### src/rtl/fetch_unit.sv
// fetch_unit: MIPS instruction fetch stage. Holds the PC, fetches over a
// req/ack handshake, latches the instruction and computes the next PC
// (jump target, branch target or PC+4) when the core advances.
// Optional feature macro: FETCH_PERF_CNT_EN adds retired_cnt / stall_cnt.
module fetch_unit #(
   parameter logic [31:0] RESET_PC       = 32'h0000_0000,
   parameter int unsigned TIMEOUT_CYCLES = 0
) (
   input  logic        clk,
   input  logic        rst_n,
   output logic        imem_req,
   output logic [31:0] imem_addr,
   input  logic        imem_ack,
   input  logic [31:0] imem_rdata,
   output logic [31:0] instr,
   output logic [15:0] imm16,
   output logic        instr_valid,
   input  logic        advance,
   input  logic        branch_taken,
   input  logic [31:0] branch_offset,
   input  logic        jump,
   output logic [31:0] pc,
   output logic [31:0] pc_plus4,
`ifdef FETCH_PERF_CNT_EN
   output logic [31:0] retired_cnt,
   output logic [31:0] stall_cnt,
`endif
   output logic        fetch_err
);

   typedef enum logic [1:0] {IDLE, FETCH, EXEC, ERR} state_e;

   localparam bit          TMO_EN    = (TIMEOUT_CYCLES != 0);
   localparam logic [31:0] TMO_LIMIT = 32'(TIMEOUT_CYCLES);

   state_e      state_q, state_d;
   logic [31:0] pc_q, pc_d;
   logic [31:0] instr_q, instr_d;
   logic [31:0] tmo_cnt_q, tmo_cnt_d;
   logic        req_q, req_d;
   logic        valid_q, valid_d;
   logic        err_q, err_d;
   logic [31:0] next_pc;

   assign pc_plus4    = pc_q + 32'd4;
   assign pc          = pc_q;
   assign imem_addr   = pc_q;
   assign imem_req    = req_q;
   assign instr       = instr_q;
   assign imm16       = instr_q[15:0];
   assign instr_valid = valid_q;
   assign fetch_err   = err_q;

   // Next-PC select for the instruction in EXEC: jump beats branch beats PC+4.
   always_comb begin
      next_pc = pc_plus4;
      if (jump) begin
         next_pc = {pc_plus4[31:28], instr_q[25:0], 2'b00};
      end else if (branch_taken) begin
         next_pc = pc_plus4 + (branch_offset << 2);
      end
   end

   // FSM next-state and registered-output logic; the timeout counter only
   // survives consecutive ack-less FETCH cycles, otherwise it falls back to zero.
   always_comb begin
      state_d   = state_q;
      pc_d      = pc_q;
      instr_d   = instr_q;
      req_d     = req_q;
      valid_d   = valid_q;
      err_d     = err_q;
      tmo_cnt_d = '0;
      case (state_q)
         IDLE: begin
            state_d = FETCH;
            req_d   = 1'b1;
         end
         FETCH: begin
            if (imem_ack) begin
               instr_d = imem_rdata;
               valid_d = 1'b1;
               req_d   = 1'b0;
               state_d = EXEC;
            end else if (TMO_EN && (tmo_cnt_q == TMO_LIMIT - 32'd1)) begin
               err_d   = 1'b1;
               req_d   = 1'b0;
               state_d = ERR;
            end else begin
               tmo_cnt_d = tmo_cnt_q + 32'd1;
            end
         end
         EXEC: begin
            if (advance) begin
               pc_d    = next_pc;
               valid_d = 1'b0;
               req_d   = 1'b1;
               state_d = FETCH;
            end
         end
         ERR: begin
            req_d   = 1'b0;
            valid_d = 1'b0;
         end
         default: state_d = IDLE;
      endcase
   end

   // State and output registers with synchronous active-low reset.
   always_ff @(posedge clk) begin
      if (!rst_n) begin
         state_q   <= IDLE;
         pc_q      <= RESET_PC;
         instr_q   <= '0;
         req_q     <= 1'b0;
         valid_q   <= 1'b0;
         err_q     <= 1'b0;
         tmo_cnt_q <= '0;
      end else begin
         state_q   <= state_d;
         pc_q      <= pc_d;
         instr_q   <= instr_d;
         req_q     <= req_d;
         valid_q   <= valid_d;
         err_q     <= err_d;
         tmo_cnt_q <= tmo_cnt_d;
      end
   end

`ifdef FETCH_PERF_CNT_EN
   logic [31:0] retired_q, retired_d;
   logic [31:0] stall_q, stall_d;

   // Performance counters: accepted advances and ack-less FETCH cycles.
   always_comb begin
      retired_d = retired_q;
      stall_d   = stall_q;
      if (state_q == EXEC && advance) begin
         retired_d = retired_q + 32'd1;
      end
      if (state_q == FETCH && !imem_ack) begin
         stall_d = stall_q + 32'd1;
      end
   end

   // Performance counter registers.
   always_ff @(posedge clk) begin
      if (!rst_n) begin
         retired_q <= '0;
         stall_q   <= '0;
      end else begin
         retired_q <= retired_d;
         stall_q   <= stall_d;
      end
   end

   assign retired_cnt = retired_q;
   assign stall_cnt   = stall_q;
`endif

endmodule
### config.mk
export PLATFORM = sky130hd
export DESIGN_NAME = fetch_unit
export DESIGN_NICKNAME = d
export VERILOG_FILES = /design/src/rtl/fetch_unit.sv
export SDC_FILE = /design/constraint.sdc
export NUM_CORES = 1
export LEC_CHECK = 0
export CAP_MARGIN = 10
export CORE_UTILIZATION = 45
export DETAILED_ROUTE_END_ITERATION = 7
export PLACE_DENSITY = 0.91
export SYNTH_ARGS = -nofsm -noshare
export SYNTH_HDL_FRONTEND = slang
export SYNTH_SLANG_ARGS = --single-unit
### constraint.sdc
create_clock -name clk -period 3.8 [get_ports clk]
set_clock_uncertainty 0.05 [all_clocks]
set_input_delay 0.95 -clock clk [delete_from_list [all_inputs] [get_ports clk]]
set_output_delay 0.95 -clock clk [all_outputs]
set_load 0.005 [all_outputs]
==> flow_summary_export.csv <==
group,metric,value,unit
cells_and_area,fillCellCount,935,
logic_synthesis,synth_compound_area_frac,0.263,
setup_path,required,2.80,ns
global_route,grt_first_pass_wirelength,29500,um
logic_synthesis,synthMuxAreaShare,0.0108,
setup_path,cp_data_arrival_time,2.70,ns
power_and_ir_drop,pwr-share-seq,0.360,
cts,cts-htree-levels,3,
cells_and_area,area_delta_synth_final,47.1,%
logic_synthesis,ys.flop_type,"dfxtp_1",
setup_path,path_class,"reg2out",
setup_path,crit_chain,"and4_4, nand4_4, nor3_4, buf_4, and3_1, xnor2_2, buf_4, clkdlybuf4s50_1",
logic_synthesis,yosysTopAreaCell,"dfxtp_1",
logic_synthesis,synth_top_area_frac,0.238,
cells_and_area,final_cells,1094,
job,cap_violations,0,
die,dieHeight,113,um
setup_path,path_buf_inv,3,
global_route,grt_max_degree,49,
sta,min_period,3.70,ns
cells_and_area,drive_above_1_share,0.115,
setup_path,slowest_delay,0.52,ns
die,fp.dieW,113,um
min_path,holdCritPathClass,"reg2reg",
setup_path,crit_family,"buffers and inverters",
logic_synthesis,ys_async_sr_fraction,0,
die,io_pins,217,
die,fp-row-count,40,
power_and_ir_drop,power,0.00209,W
logic_synthesis,ys_seq_area_frac,0.238,
cts,clock_sinks,66,
power_and_ir_drop,switchingPower,0.000578,W
setup_path,critPathSlowestCell,"clkdlybuf4s50_1",
logic_synthesis,synth_edf_count,0,
cts,clock_latency,0.34,ns
detailed_routing,drt-total-wl,19400,um
global_route,overflow,0,
logic_synthesis,syn-cell-area,0.00555,mm^2
power_and_ir_drop,combinationalPowerShare,0.234,
cts,clk_transition_reported_paths,0.05,ns
logic_synthesis,yosys_warnings,0,
placement,dp_cells,1076,
detailed_routing,drc,0,
sta,hold_viol,0,
cts,numCtsBuffers,9,
cells_and_area,nNetsFinal,1049,
cts,root_buffer,"clkbuf_16",
sta,min_period_over_period,0.975,
cts,clockBufferDepth,2,
global_route,antenna_found_initial,0,
die,dieArea,0.0128,mm^2
global_route,grt_pass1_vias,5759,
sta,slew_headroom,0.592,
sta,setup_viol,0,
sta,max_freq,270,MHz
logic_synthesis,ys_types,69,
cts,cts_tree,"done",
detailed_routing,vias_per_cell,5.81,
power_and_ir_drop,switching_share,0.277,
sta,worstMarginPinSlew,0.610,ns
logic_synthesis,syn_avg_cell_area,7.46,um^2
power_and_ir_drop,internal_power,0.00151,W
power_and_ir_drop,power_density,256,mW/mm^2
placement,numPortBuffers,207,
cts,ctsHoldBuffers,0,
placement,dpl.hpwl,14600,um
die,core_area,0.0120,mm^2
logic_synthesis,synth_adder_area_share,0.0848,
global_route,grt_usage,0.290,
die,start_util,0.462,
power_and_ir_drop,leakage,3.37,nW
cells_and_area,num_antenna_cells,0,
logic_synthesis,synth_top_family_by_area,"compound AO/OA/AOI/OAI gates",
logic_synthesis,synth_area_leaders,"dfxtp_1, ha_1, nand2_1, a21oi_1, buf_4",
outcome,outcome,"completed",
setup_path,cp-end-kind,"output pin",
logic_synthesis,synth-xor-area-share,0.0726,
detailed_routing,vias,6356,
logic_synthesis,yosys.area_share.simple,0.222,
setup_path,rrSetupSlack,0.19,ns
cells_and_area,utilization,0.679,
power_and_ir_drop,ir_worst_vdd,267,uV
detailed_routing,drt_iter0_drc,779,
sta,slew_viol_final,0,
logic_synthesis,ys_ff_latch,66,
detailed_routing,drtAntennaViolNets,0,
logic_synthesis,netlist_instances,744,
detailed_routing,wire_per_inst,17.7,um
power_and_ir_drop,pwr-share-clk,0.406,
detailed_routing,drt-pass1-iter-count,5,
setup_path,critPathMaxFanout,5,
setup_path,cp-start-kind,"flip-flop",
placement,gp_congestion,0.936,
setup_path,cp_common_cell,"buf_4",
-- timing repair --
item	in CTS	in global routing
buffers inserted	0	2
endpoints found under the hold margin	0	0
gates resized for setup	0	19
setup endpoints to repair	0	20
-- cells in the final DEF (no fill, tap or decap), types with 5 or more instances in the layout --
master           instances
and3_1                   9
xnor2_2                  7
inv_1                   19
nand2b_1                 6
o31ai_1                  5
clkdlybuf4s50_1        207
mux2i_1                  6
ha_1                    33
conb_1                   7
a21o_1                  16
nand4_1                 18
nor2_1                  48
nand3_1                 24
xor2_1                  16
xnor2_1                 22
nand2_1                120
dfxtp_1                 66
o21ai_1                  7
o211ai_1                 7
a22o_1                   6
a211oi_1                 8
o21ai_0                 33
buf_4                   58
a21oi_1                 85
clkbuf_16                9
o21a_1                   8
nor3_1                   8
-- metal layers --
metal / wire, um / part of all wire / track usage
met1: 7960 / 0.41 / 0.385
met2: 8810 / 0.45 / 0.457
met3: 1960 / 0.10 / 0.0616
met4: 636 / 0.033 / 0.117
met5: 0 / 0 / 0
-- power by group through the flow --
stage / logic [W] / registers, W / clock network (W)
finish: 0.000488 / 0.000751 / 0.000848
global route: 0.000527 / 0.000755 / 0.000877
CTS: 0.000476 / 0.000750 / 0.000846
detailed placement: 0.000472 / 0.000764 / 0
global placement: 0.000465 / 0.000763 / 0
floorplan: 0.000244 / 0.000760 / 0
-- final timing paths --
kind | start | to | cells after the start
min | instr[28] | instr[28] | 2
max | imem_addr[5] | pc_plus4[25] | 8
min reg2reg | instr[28] | instr[28] | 2
max reg2reg | imem_addr[2] | imem_addr[29] | 15
-- state kept, by name (all words and copies together), names as in the netlist --
register / flops
instr: 32
instr_valid: 1
imem_addr: 30
imem_req: 1
state_q: 2
-- metrics by stage --
step | setup WS, ns | setup TNS, ns | area, um^2 | hold WS, ns
2_1_floorplan | 0.197 | 0 | 5570 | 0.403
3_3_place_gp | -0.0602 | -0.139 | 7730 | 0.391
3_5_place_dp | -0.151 | -0.576 | 7730 | 0.407
4_1_cts | 0.0346 | 0 | 8040 | 0.411
5_1_grt | -0.0300 | -0.0309 | 8160 | 0.435
6_report | 0.0967 | 0 | 8160 | 0.408
-- synth_stat cells (8+ instances only) --
cell type / count
nand3_1: 25
and3_1: 9
inv_1: 19
o21ai_0: 34
nand2_1: 120
dfxtp_1: 66
nor3_1: 9
a21oi_1: 85
a21o_1: 16
nand4_1: 18
xnor2_1: 29
a211oi_1: 9
nor2_1: 48
clkbuf_1: 26
xor2_1: 17
o21a_1: 8
buf_4: 53
ha_1: 36
-- logic make-up (layout without fill, tap and decap cells) --
group | count (synthesis) | in the layout
DFF | 66 | 66
other | 1 | 7
AOI/OAI and AO/OA | 221 | 221
xor gates and xnor gates | 46 | 46
adders and majority gates | 37 | 37
buffers and inverters | 105 | 302
and+or+nand+nor | 262 | 262
muxes | 6 | 6
-- final cells by class --
| cell class | instances | area [um^2] | area share |
|---|---|---|---|
| clock buffer | 11 | 253 | 0.0310 |
| clock inverter | 5 | 52.6 | 0.00644 |
| inverter | 21 | 78.8 | 0.00966 |
| multi-input combinational | 579 | 3760 | 0.461 |
| sequential | 66 | 1320 | 0.162 |
| tap | 147 | 184 | 0.0225 |
| timing repair buffer | 265 | 2510 | 0.307 |
-- worst reg2reg max path: cells and delay by family, from the launching register on --
family                     cells  cell delay [ns]
DFF                            1             0.35
AOI/OAI and AO/OA              7             1.29
buffers and inverters          1             0.20
xor gates and xnor gates       2             0.46
adders and majority gates      2             0.54
and+or+nand+nor                3             0.61
Note: power is estimated with default switching activity, not from simulation.
